**src/rtl/cpu_pkg.sv**
```systemverilog
`default_nettype none
// ============================================================================
// Module   : cpu_pkg
// Brief    : Shared pipeline constants, opcodes and the IF/ID bundle type.
// Revision : 1.0 - initial release
// ============================================================================
package cpu_pkg;

    localparam logic [31:0] NOP_INST  = 32'h0000_0033;  // add x0,x0,x0
    localparam logic [31:0] RESET_PC  = 32'h0000_0000;

    localparam logic [6:0]  OP_LOAD   = 7'b0000011;
    localparam logic [6:0]  OP_STORE  = 7'b0100011;
    localparam logic [6:0]  OP_RTYPE  = 7'b0110011;
    localparam logic [6:0]  OP_BRANCH = 7'b1100011;

    typedef struct packed {
        logic [31:0] pc;
        logic [31:0] pc4;
        logic [31:0] inst;
        logic        valid;
    } ifid_t;

    // Register contents after reset: a bubble whose pc fields read 0 / 4.
    localparam ifid_t IFID_RESET = '{pc: 32'd0, pc4: 32'd4, inst: NOP_INST, valid: 1'b0};

    // A bubble keeps the previous pc fields so downstream debug still sees
    // where the pipeline was; only the instruction and valid bit change.
    function automatic ifid_t ifid_bubble(input ifid_t prev);
        ifid_t b;
        b       = prev;
        b.inst  = NOP_INST;
        b.valid = 1'b0;
        return b;
    endfunction

endpackage
`default_nettype wire

```
**src/rtl/if_stage_if.sv**
```systemverilog
`default_nettype none
// ============================================================================
// Module   : if_stage_if
// Brief    : Control, instruction-memory and IF/ID bundle of the fetch stage.
// Revision : 1.0 - initial release
// ============================================================================
interface if_stage_if #(
    parameter int ADDR_W = 6
);
    logic              stall_i;
    logic              flush_i;
    logic              redirect_i;
    logic [31:0]       redirect_pc_i;
    logic [ADDR_W-1:0] imem_addr_o;
    logic [31:0]       imem_data_i;
    logic [31:0]       ifid_pc_o;
    logic [31:0]       ifid_pc4_o;
    logic [31:0]       ifid_inst_o;
    logic              ifid_valid_o;
    logic              misaligned_o;
    logic [31:0]       fetch_count_o;

    // Environment side: hazard unit, EX redirect, memory and decode.
    modport master (
        output stall_i, flush_i, redirect_i, redirect_pc_i, imem_data_i,
        input  imem_addr_o, ifid_pc_o, ifid_pc4_o, ifid_inst_o, ifid_valid_o,
               misaligned_o, fetch_count_o
    );

    // Fetch-stage side.
    modport slave (
        input  stall_i, flush_i, redirect_i, redirect_pc_i, imem_data_i,
        output imem_addr_o, ifid_pc_o, ifid_pc4_o, ifid_inst_o, ifid_valid_o,
               misaligned_o, fetch_count_o
    );
endinterface
`default_nettype wire

```
**src/rtl/if_stage_ifid_reg.sv**
```systemverilog
`default_nettype none
// ============================================================================
// Module   : ifid_reg
// Brief    : Pipeline register with load / hold / bubble controls.
//            Bubble has priority over load; neither means hold.
// Revision : 1.0 - initial release
// ============================================================================
module ifid_reg
    import cpu_pkg::*;
(
    input  wire logic  clk,
    input  wire logic  rst_n,
    input  wire logic  load_i,
    input  wire logic  bubble_i,
    input  wire ifid_t d_i,
    output ifid_t      q_o
);

    ifid_t ifid_q;
    ifid_t ifid_d;

    // Next-state selection: bubble beats load, otherwise hold.
    always_comb begin
        ifid_d = ifid_q;
        if (bubble_i) begin
            ifid_d = ifid_bubble(ifid_q);
        end else if (load_i) begin
            ifid_d = d_i;
        end
    end

    // Storage with synchronous active-low reset.
    always_ff @(posedge clk) begin
        if (!rst_n) begin
            ifid_q <= IFID_RESET;
        end else begin
            ifid_q <= ifid_d;
        end
    end

    assign q_o = ifid_q;

endmodule
`default_nettype wire

```
**src/rtl/if_stage.sv**
```systemverilog
`default_nettype none
// ============================================================================
// Module   : if_stage
// Brief    : Instruction fetch: PC register, next-PC selection, fetch counter
//            and misaligned-redirect flag; feeds the IF/ID register.
//            Priority per edge: reset > redirect > flush > stall > normal.
// Revision : 1.0 - initial release
// ============================================================================
module if_stage
    import cpu_pkg::*;
#(
    parameter int          ADDR_W   = 6,
    parameter logic [31:0] RESET_PC = cpu_pkg::RESET_PC
) (
    input  wire logic clk,
    input  wire logic rst_n,
    if_stage_if.slave bus
);

    logic [31:0] pc_q, pc_d;
    logic [31:0] count_q, count_d;
    logic        misaligned_q, misaligned_d;
    logic        load, bubble;
    ifid_t       fetch_bundle;
    ifid_t       ifid_q;

    // Word address straight from the PC; upper PC bits alias silently.
    assign bus.imem_addr_o = pc_q[ADDR_W+1:2];

    assign fetch_bundle = '{pc:    pc_q,
                            pc4:   pc_q + 32'd4,
                            inst:  bus.imem_data_i,
                            valid: 1'b1};

    // Next-PC, IF/ID control, counter and sticky-flag selection.
    always_comb begin
        pc_d         = pc_q;
        count_d      = count_q;
        misaligned_d = misaligned_q;
        load         = 1'b0;
        bubble       = 1'b0;
        if (bus.redirect_i) begin
            pc_d   = {bus.redirect_pc_i[31:2], 2'b00};
            bubble = 1'b1;
            if (bus.redirect_pc_i[1:0] != 2'b00) begin
                misaligned_d = 1'b1;
            end
        end else if (bus.flush_i) begin
            bubble = 1'b1;
            if (!bus.stall_i) begin
                pc_d = pc_q + 32'd4;
            end
        end else if (!bus.stall_i) begin
            pc_d    = pc_q + 32'd4;
            load    = 1'b1;
            count_d = count_q + 32'd1;
        end
    end

    // PC, counter and misaligned flag registers.
    always_ff @(posedge clk) begin
        if (!rst_n) begin
            pc_q         <= RESET_PC;
            count_q      <= 32'd0;
            misaligned_q <= 1'b0;
        end else begin
            pc_q         <= pc_d;
            count_q      <= count_d;
            misaligned_q <= misaligned_d;
        end
    end

    ifid_reg u_ifid_reg (
        .clk      (clk),
        .rst_n    (rst_n),
        .load_i   (load),
        .bubble_i (bubble),
        .d_i      (fetch_bundle),
        .q_o      (ifid_q)
    );

    assign bus.ifid_pc_o     = ifid_q.pc;
    assign bus.ifid_pc4_o    = ifid_q.pc4;
    assign bus.ifid_inst_o   = ifid_q.inst;
    assign bus.ifid_valid_o  = ifid_q.valid;
    assign bus.misaligned_o  = misaligned_q;
    assign bus.fetch_count_o = count_q;

endmodule
`default_nettype wire

```
**src/flat_wrapper.sv**
```systemverilog
// flat-port wrapper written by rule: the top's interface ports become plain ports
module if_stage_flat import cpu_pkg::*;
#(
    parameter int          ADDR_W   = 6,
    parameter logic [31:0] RESET_PC = cpu_pkg::RESET_PC
)
  (clk, rst_n, bus_stall_i, bus_flush_i, bus_redirect_i, bus_redirect_pc_i, bus_imem_data_i, bus_imem_addr_o, bus_ifid_pc_o, bus_ifid_pc4_o, bus_ifid_inst_o, bus_ifid_valid_o, bus_misaligned_o, bus_fetch_count_o);
  if_stage_if #(.ADDR_W(ADDR_W)) bus_i ();
  input  wire logic clk;
  input  wire logic rst_n;
  input wire logic [$bits(bus_i.stall_i)-1:0] bus_stall_i;
  input wire logic [$bits(bus_i.flush_i)-1:0] bus_flush_i;
  input wire logic [$bits(bus_i.redirect_i)-1:0] bus_redirect_i;
  input wire logic [$bits(bus_i.redirect_pc_i)-1:0] bus_redirect_pc_i;
  input wire logic [$bits(bus_i.imem_data_i)-1:0] bus_imem_data_i;
  output wire logic [$bits(bus_i.imem_addr_o)-1:0] bus_imem_addr_o;
  output wire logic [$bits(bus_i.ifid_pc_o)-1:0] bus_ifid_pc_o;
  output wire logic [$bits(bus_i.ifid_pc4_o)-1:0] bus_ifid_pc4_o;
  output wire logic [$bits(bus_i.ifid_inst_o)-1:0] bus_ifid_inst_o;
  output wire logic [$bits(bus_i.ifid_valid_o)-1:0] bus_ifid_valid_o;
  output wire logic [$bits(bus_i.misaligned_o)-1:0] bus_misaligned_o;
  output wire logic [$bits(bus_i.fetch_count_o)-1:0] bus_fetch_count_o;
  assign bus_i.stall_i = bus_stall_i;
  assign bus_i.flush_i = bus_flush_i;
  assign bus_i.redirect_i = bus_redirect_i;
  assign bus_i.redirect_pc_i = bus_redirect_pc_i;
  assign bus_i.imem_data_i = bus_imem_data_i;
  assign bus_imem_addr_o = bus_i.imem_addr_o;
  assign bus_ifid_pc_o = bus_i.ifid_pc_o;
  assign bus_ifid_pc4_o = bus_i.ifid_pc4_o;
  assign bus_ifid_inst_o = bus_i.ifid_inst_o;
  assign bus_ifid_valid_o = bus_i.ifid_valid_o;
  assign bus_misaligned_o = bus_i.misaligned_o;
  assign bus_fetch_count_o = bus_i.fetch_count_o;
  if_stage #(.ADDR_W(ADDR_W), .RESET_PC(RESET_PC)) u_core (.clk(clk), .rst_n(rst_n), .bus(bus_i));
endmodule
```
**config.mk**
```make
export PLATFORM = sky130hd
export DESIGN_NAME = if_stage_flat
export DESIGN_NICKNAME = d
export VERILOG_FILES = /design/src/rtl/cpu_pkg.sv /design/src/rtl/if_stage_if.sv /design/src/rtl/if_stage_ifid_reg.sv /design/src/rtl/if_stage.sv /design/src/flat_wrapper.sv
export SDC_FILE = /design/constraint.sdc
export NUM_CORES = 1
export LEC_CHECK = 0
export BUFFER_PORTS_ARGS = -buffer_cell sky130_fd_sc_hd__buf_2
export CAP_MARGIN = 10
export CORE_MARGIN = 1.5
export CORE_UTILIZATION = 47
export DETAILED_ROUTE_END_ITERATION = 16
export HOLD_SLACK_MARGIN = 0.15
export PLACE_DENSITY = 0.77
export SLEW_MARGIN = 15
export SYNTH_ARGS = -nofsm -noshare
export SYNTH_HDL_FRONTEND = slang
export SYNTH_SLANG_ARGS = --single-unit
export TNS_END_PERCENT = 20
```
**constraint.sdc**
```tcl
create_clock -name clk -period 1.8 [get_ports clk]
set_input_delay 0.36 -clock clk [delete_from_list [all_inputs] [get_ports clk]]
set_output_delay 0.36 -clock clk [all_outputs]
set_load 0.1 [all_outputs]
```
==> results of run 1 <==
[final timing paths]
path                                           startpoint                         to  slack, ps
worst max-delay path                      u_core.pc_q[14]            u_core.pc_q[19]         20
worst min-delay path                   bus_imem_data_i[3]   u_core.u_ifid_reg.q_o[4]        160
worst max register to register            u_core.pc_q[14]            u_core.pc_q[19]         20
worst min register to register  u_core.u_ifid_reg.q_o[11]  u_core.u_ifid_reg.q_o[11]        450
[cell type report]
cell class              instances  area [µm²]  share of cell area
multi-input cells             586        3360               0.365
clock inverters                11         163              0.0177
flip-flops and latches        156        3230               0.351
inverters                       9        33.8             0.00368
repair buffers                286        1730               0.188
clock buffers                  21         462              0.0502
well taps                     180         225              0.0245
[layer usage]
| metal | share of wire | track usage | wire [µm] |
|---|---|---|---|
| met5 | 0 | 0 | 0 |
| met4 | 0.020 | 0.0945 | 385 |
| met3 | 0.065 | 0.0692 | 1250 |
| met2 | 0.48 | 0.414 | 9270 |
| met1 | 0.43 | 0.324 | 8240 |
[sequential cells by signal, summed over array words and instances (netlist names)]
name / count
u_core.bus.fetch_count_o: 32
u_core.bus.misaligned_o: 1
u_core.pc_q: 30
u_core.u_ifid_reg.q_o: 93
[Yosys cell counts (all sizes together), types with 7 or more instances]
cell	instances
a21oi	103
and2	7
and3	8
buf	29
clkbuf	45
dfxtp	156
inv	9
nand2	154
nand3	32
nand4	28
nor2	45
nor3	13
nor4	7
o21ai	58
or3	12
xnor2	28
xor2	42
[power groups by stage]
stage,logic [µW],clock network [µW],registers (µW)
5_1_grt,1240,4000,3620
2_1_floorplan,472,0,4050
3_3_place_gp,1140,0,3670
6_report,1170,3810,3610
3_5_place_dp,1140,0,3670
4_1_cts,1160,3840,3600
[placed cells by master, fill, tap and decap left out, drive strengths merged, types with 8 or more instances in the layout]
cell type    n
dfxtp      156
o21ai       58
nor2        45
clkbuf      23
nor3        13
xnor2       28
nand3       32
or3         12
xor2        42
inv         11
and3         8
nand2      154
nand4       28
buf        281
a21oi      103
[worst max-delay path: cells and delay by family, from the launching register on]
family          cells  cell delay (ps)
compound gates      1              150
flops               1              360
simple gates        3             1050
buf+inv             1              150
[cell families (layout without fill, tap and decap cells)]
kind of cell	after synthesis	count (layout)	share of synthesized area
AND/OR/NAND/NOR	320	320	0.234
AO/OA/AOI/OAI	189	189	0.152
flip-flops	156	156	0.462
buffers and inverters	83	327	0.0559
XOR/XNOR	70	70	0.0906
adder cells (fa/ha/maj)	2	2	0.00370
other	1	4	0.000554
multiplexers	1	1	0.00148
[through the flow]
| step | setup TNS, ps | power [µW] |
|---|---|---|
| 3_3_place_gp | -5980 | 4810 |
| 6_report | 0 | 8590 |
| 2_1_floorplan | -164 | 4520 |
| 4_1_cts | -8.52 | 8610 |
| 3_5_place_dp | -7240 | 4820 |
| 5_1_grt | -152 | 8860 |
[timing repair]
action | CTS | global route
pin swaps | 4 | 5
endpoints found under the hold margin | 3 | 0
gates cloned | 0 | 0
setup endpoints to repair | 9 | 21
setup buffers | 2 | 0
hold buffers | 3 | 0
gates resized for setup | 12 | 16
==> results.md, run 1 <==
• 8.23 µm² — post-synthesis average cell area
• 3 — largest driver fanout on the critical path
• 75 — largest net degree at the start of global routing
• 0.462 — area share of the leading cell type in the synthesized netlist
• 430 ps — clock latency of the later-clocked register in the worst-skew pair
• flip-flop to flip-flop — worst setup path category
• 0 — Residual DRC
• 1127 — Nets
• 0.462 — Seq/Total Area, Yosys
• 13200 µm — placed wire-length estimate
• 205 — number of top-level pins
• 60 ps — clock slew at the register clock pins of the worst setup and hold paths
• sky130_fd_sc_hd__clkbuf_16 — root buffer cell
• 0.00676 mm² — cell area after synthesis
• 2 — Longest Clk Path Bufs
• 0 — count of flip-flops with a built-in enable after synthesis
• 0.0140 mm² — Core ar.
• 0 — Congestion Overflow GR
• 1780 ps — Period minus WS final
• 156 — Clock Sink Count
• 8.16 ps — Post-Route Skew
• nand4_4 > or4_4 > buf_6 > or3_1 > a31oi_1 — CP Cell Sequence
• built — CTS tree
• 935 mW/mm² — power density cells
• 49 — number of unique standard cell types used by synthesis
• 30100 µm — first-pass GRT wire length
• 0.00842 mm² — area post-placement
• 1249 — Layout Cells excl Fill
• 0.730 mV — Max IR drop VDD
• 123 µm — die outline height
• 0.562 GHz — highest clock frequency the design can meet
• 0.00919 mm² — summed area of non-filler cells in the final layout
• 0.136 — Comb pwr share
• 0.444 — part of the power in the clock network
• 0 — Final Hold Vio Count
• 0.988 — Period Utilization, post-route
• 15.3 µm — drt wl/cell
• 4 — H-tree depth
• 730 ps — pin slew with the least headroom to its limit
• 0.513 — Rel. slew slack
• 501 — DRC marker count from the first detailed-route iteration
• sky130_fd_sc_hd__dfxtp_1, sky130_fd_sc_hd__nand2_1, sky130_fd_sc_hd__a21oi_1 — top cells by area in the synthesized netlist
• 5 — detailed-router iteration count before antenna repair
• 156 — Yosys reg bits
• 0.657 — final standard cell utilization of the core
• sky130_fd_sc_hd__dfxtp_1 — most used flip-flop cell after synthesis
• 0 — Final ANT Viol Nets
• 43 — Site Rows
• 0.255 — GRT Total Usage
• 3 — Hold Path Cell Cnt
• 6657 — total number of vias
• 2360 µW — switching power
• flip-flop — CP Capture Type
• 0 — number of max-cap violations
• 200 — IO buf count
• 0.0151 mm² — total die area
• 17 — Num CTS Buffers
• true — unrepaired setup endpoints after global routing
• 0 — YS warnings
• 0.00385 µW — leakage power summed over all cells
• 0 — asr flop ratio synth
• 5.33 — average vias per placed instance
• 0 — Final setup violation count
• 19100 µm — final wirelength
• 164 ps — Worst Hold Slack
• sky130_fd_sc_hd__dfxtp_1 — biggest area consumer among synthesized cells
• flip-flop — kind of start point of the critical path
• 6207 — via count of the first global-routing pass
• input pin to flip-flop — hold crit path type
• sky130_fd_sc_hd__or4_4 — highest-delay cell along the critical path
• 22.1 ps — worst setup margin
• 0 — Diodes inserted
• 600 ps — max incr delay on CP
• 1165 — number of filler instances in the final layout
• 123 µm — Die X
• 0 — number of antenna violations at the first check in global routing
• 1212 — Placed Cells incl. Taps
• 5 — reg2reg path depth
• 2140 ps — Arrival @ worst endpoint
• 0.275 — share of total power consumed by net switching
• finished clean — run status
• 0.355 — fraction of layout cells with a size suffix above 1
• 0.484 — effective utilization at floorplan
• -219 ps — worst slack at placement
• 6230 µW — total internal power
• 0 — number of max-slew violations in the final report
• 35.9% — relative area change from synthesis to final layout
• 822 — gate count after technology mapping
• 0.420 — Flop pwr share
• 0.911 — GPL Wtd Cong
• 2160 ps — required time of the critical path
Power figures use the tool's default switching activity.
==> inputs of run 2 (changes only) <==
Settings changed: CORE_UTILIZATION 47 to 52, PLACE_DENSITY 0.77 to 0.81.
Clock period 1.8 ns to 1.7 ns, I/O delays scaled along.
==> run 2 against run 1 <==
  * The run now ends with negative setup slack left
  * Worst hold slack worse by 7.9 ps
  * Largest power group unchanged
  * Clock-buffer cell count is 3 lower
  * Sequential share of layout area is 1.8 points lower
  * Wire length is 16% higher
  * Critical endpoint is now u_core.pc_q[31]
  * Clock power is 8.9% higher
  * Cell area is 5.7% higher
  * Core utilization is 11 points higher
  * Register-to-register slack worse by 130 ps
==> results.md, run 2 (same netlist as run 1, synthesis figures left out) <==
• finished, violations left — run status
• negative setup slack — violations in the final reports
• 0 — Residual DRC
• 117 µm — die outline height
• 690 — DRC marker count from the first detailed-route iteration
• flip-flop to flip-flop — worst setup path category
• input pin to flip-flop — hold crit path type
• 3 — Hold Path Cell Cnt
• 2030 ps — required time of the critical path
• 960 mW/mm² — power density cells
• 0.500 — Rel. slew slack
• 610 ps — max incr delay on CP
• 0.0137 mm² — total die area
• sky130_fd_sc_hd__buf_2, sky130_fd_sc_hd__nand2_1, sky130_fd_sc_hd__dfxtp_1 — commonest non-fill, non-tap cells in the layout
• 750 ps — pin slew with the least headroom to its limit
• 156 ps — Worst Hold Slack
• sky130_fd_sc_hd__clkbuf_16 — root buffer cell
• 0.910 mV — Max IR drop VDD
• 0.311 — GRT Total Usage
• flip-flop — kind of start point of the critical path
• 7.21 ps — Post-Route Skew
• 0 — Diodes inserted
• 0.534 — effective utilization at floorplan
• 2 — Longest Clk Path Bufs
• true — unrepaired setup endpoints after global routing
• 0.00851 mm² — area post-placement
• 70 ps — clock slew at the register clock pins of the worst setup and hold paths
• 9330 µW — overall power after layout
• 33000 µm — first-pass GRT wire length
• -110 ps — worst setup margin
• 0.0127 mm² — Core ar.
• sky130_fd_sc_hd__or4_4 — highest-delay cell along the critical path
• 17 — Num CTS Buffers
• 22300 µm — final wirelength
• 0.00971 mm² — summed area of non-filler cells in the final layout
• built — CTS tree
• flip-flop — CP Capture Type
• 200 — IO buf count
• 7273 — total number of vias
• 0 — Final Hold Vio Count
• 75 — largest net degree at the start of global routing
• 5 — detailed-router iteration count before antenna repair
• 6645 — via count of the first global-routing pass
• 0.00412 µW — leakage power summed over all cells
• 0.553 GHz — highest clock frequency the design can meet
• 1810 ps — Period minus WS final
• 13400 µm — placed wire-length estimate
• 117 µm — Die X
• nand4_4 > or4_4 > nor4_4 > o211ai_1 > o211a_1 — CP Cell Sequence
• 0.766 — final standard cell utilization of the core
• 1161 — Nets
• sky130_fd_sc_hd__buf_2 — most common library cell in the layout ignoring fill and taps
• 4 — largest driver fanout on the critical path
• 41 — Site Rows
• 440 ps — clock latency of the later-clocked register in the worst-skew pair
• 12 — Final setup violation count
• 0 — Congestion Overflow GR
• 93 — max FFs per register
• 0 — number of max-cap violations
• 0.382 — fraction of layout cells with a size suffix above 1
• 5 — reg2reg path depth
• 0.942 — GPL Wtd Cong
• 205 — number of top-level pins
• 0 — Final ANT Viol Nets
• -363 ps — worst slack at placement
• 17.5 µm — drt wl/cell
• 0 — number of antenna violations at the first check in global routing
• 156 — Clock Sink Count
• 2140 ps — Arrival @ worst endpoint
• 0 — number of max-slew violations in the final report
• 43.6% — relative area change from synthesis to final layout
• 5.70 — average vias per placed instance
• 4 — H-tree depth
• 1.06 — Period Utilization, post-route
==> run 2: changes by cell type in the layout (fill, tap and decap cells not counted), moves of 4 or more <==
cell	previous run	this run
sky130_fd_sc_hd__buf_2	198	194
sky130_fd_sc_hd__dfxtp_1	116	110
sky130_fd_sc_hd__dlygate4sd3_1	3	26
sky130_fd_sc_hd__dfxtp_2	19	24
sky130_fd_sc_hd__buf_6	1	6
sky130_fd_sc_hd__clkinv_4	0	4
sky130_fd_sc_hd__nand3_1	30	26
sky130_fd_sc_hd__nor3_1	9	4
sky130_fd_sc_hd__buf_4	77	87
sky130_fd_sc_hd__nand3_2	0	4
==> run 2: layout make-up <==
type / instances / area [µm²]
Multi-Input combinational cell: 586 / 3510
Sequential cell: 156 / 3240
Fill cell: 880 / 2960
Timing Repair Buffer: 320 / 2080
Clock buffer: 18 / 450
Tap cell: 172 / 215
Clock inverter: 14 / 191
Inverter: 9 / 33.8
==> run 2: worst paths after layout <==
kind                                          startpoint                       end  slack, ps
worst max-delay path                     u_core.pc_q[13]           u_core.pc_q[31]       -110
worst min-delay path               bus_redirect_pc_i[18]           u_core.pc_q[18]        160
worst max register to register           u_core.pc_q[13]           u_core.pc_q[31]       -110
worst min register to register  u_core.u_ifid_reg.q_o[0]  u_core.u_ifid_reg.q_o[0]        450
==> run 2: repair_timing <==
action                                 in CTS  in global routing
buffers inserted                            4                  3
setup endpoints to repair                  28                 43
gates resized for setup                    28                 39
endpoints found under the hold margin      26                  0
pin swaps                                   6                 24
hold buffers                               26                  0
==> run 2: per-layer routing <==
layer  part of all wire  GRT usage
met5                  0          0
met4              0.039      0.153
met3              0.091     0.0829
met2               0.49      0.519
met1               0.38      0.372
==> run 2: stage by stage <==
stage	setup TNS, ps	instances
after floorplan	-744	825
after global placement	-15900	1210
after detailed placement	-17740	1210
after CTS	-469	1272
after global routing	-2040	1275
final	-745	1275
==> run 2: power by group <==
group | total [µW] | internal [µW] | switching [µW]
clock | 4150 | 2540 | 1610
combinational | 1350 | 382 | 964
sequential | 3830 | 3740 | 97.1
==> run 2: worst max-delay path: cells and delay by family (launching register included) <==
| kind | cells | cell delay [ps] |
|---|---|---|
| flip-flops | 1 | 350 |
| AO/OA/AOI/OAI | 2 | 300 |
| AND/OR/NAND/NOR | 3 | 1050 |
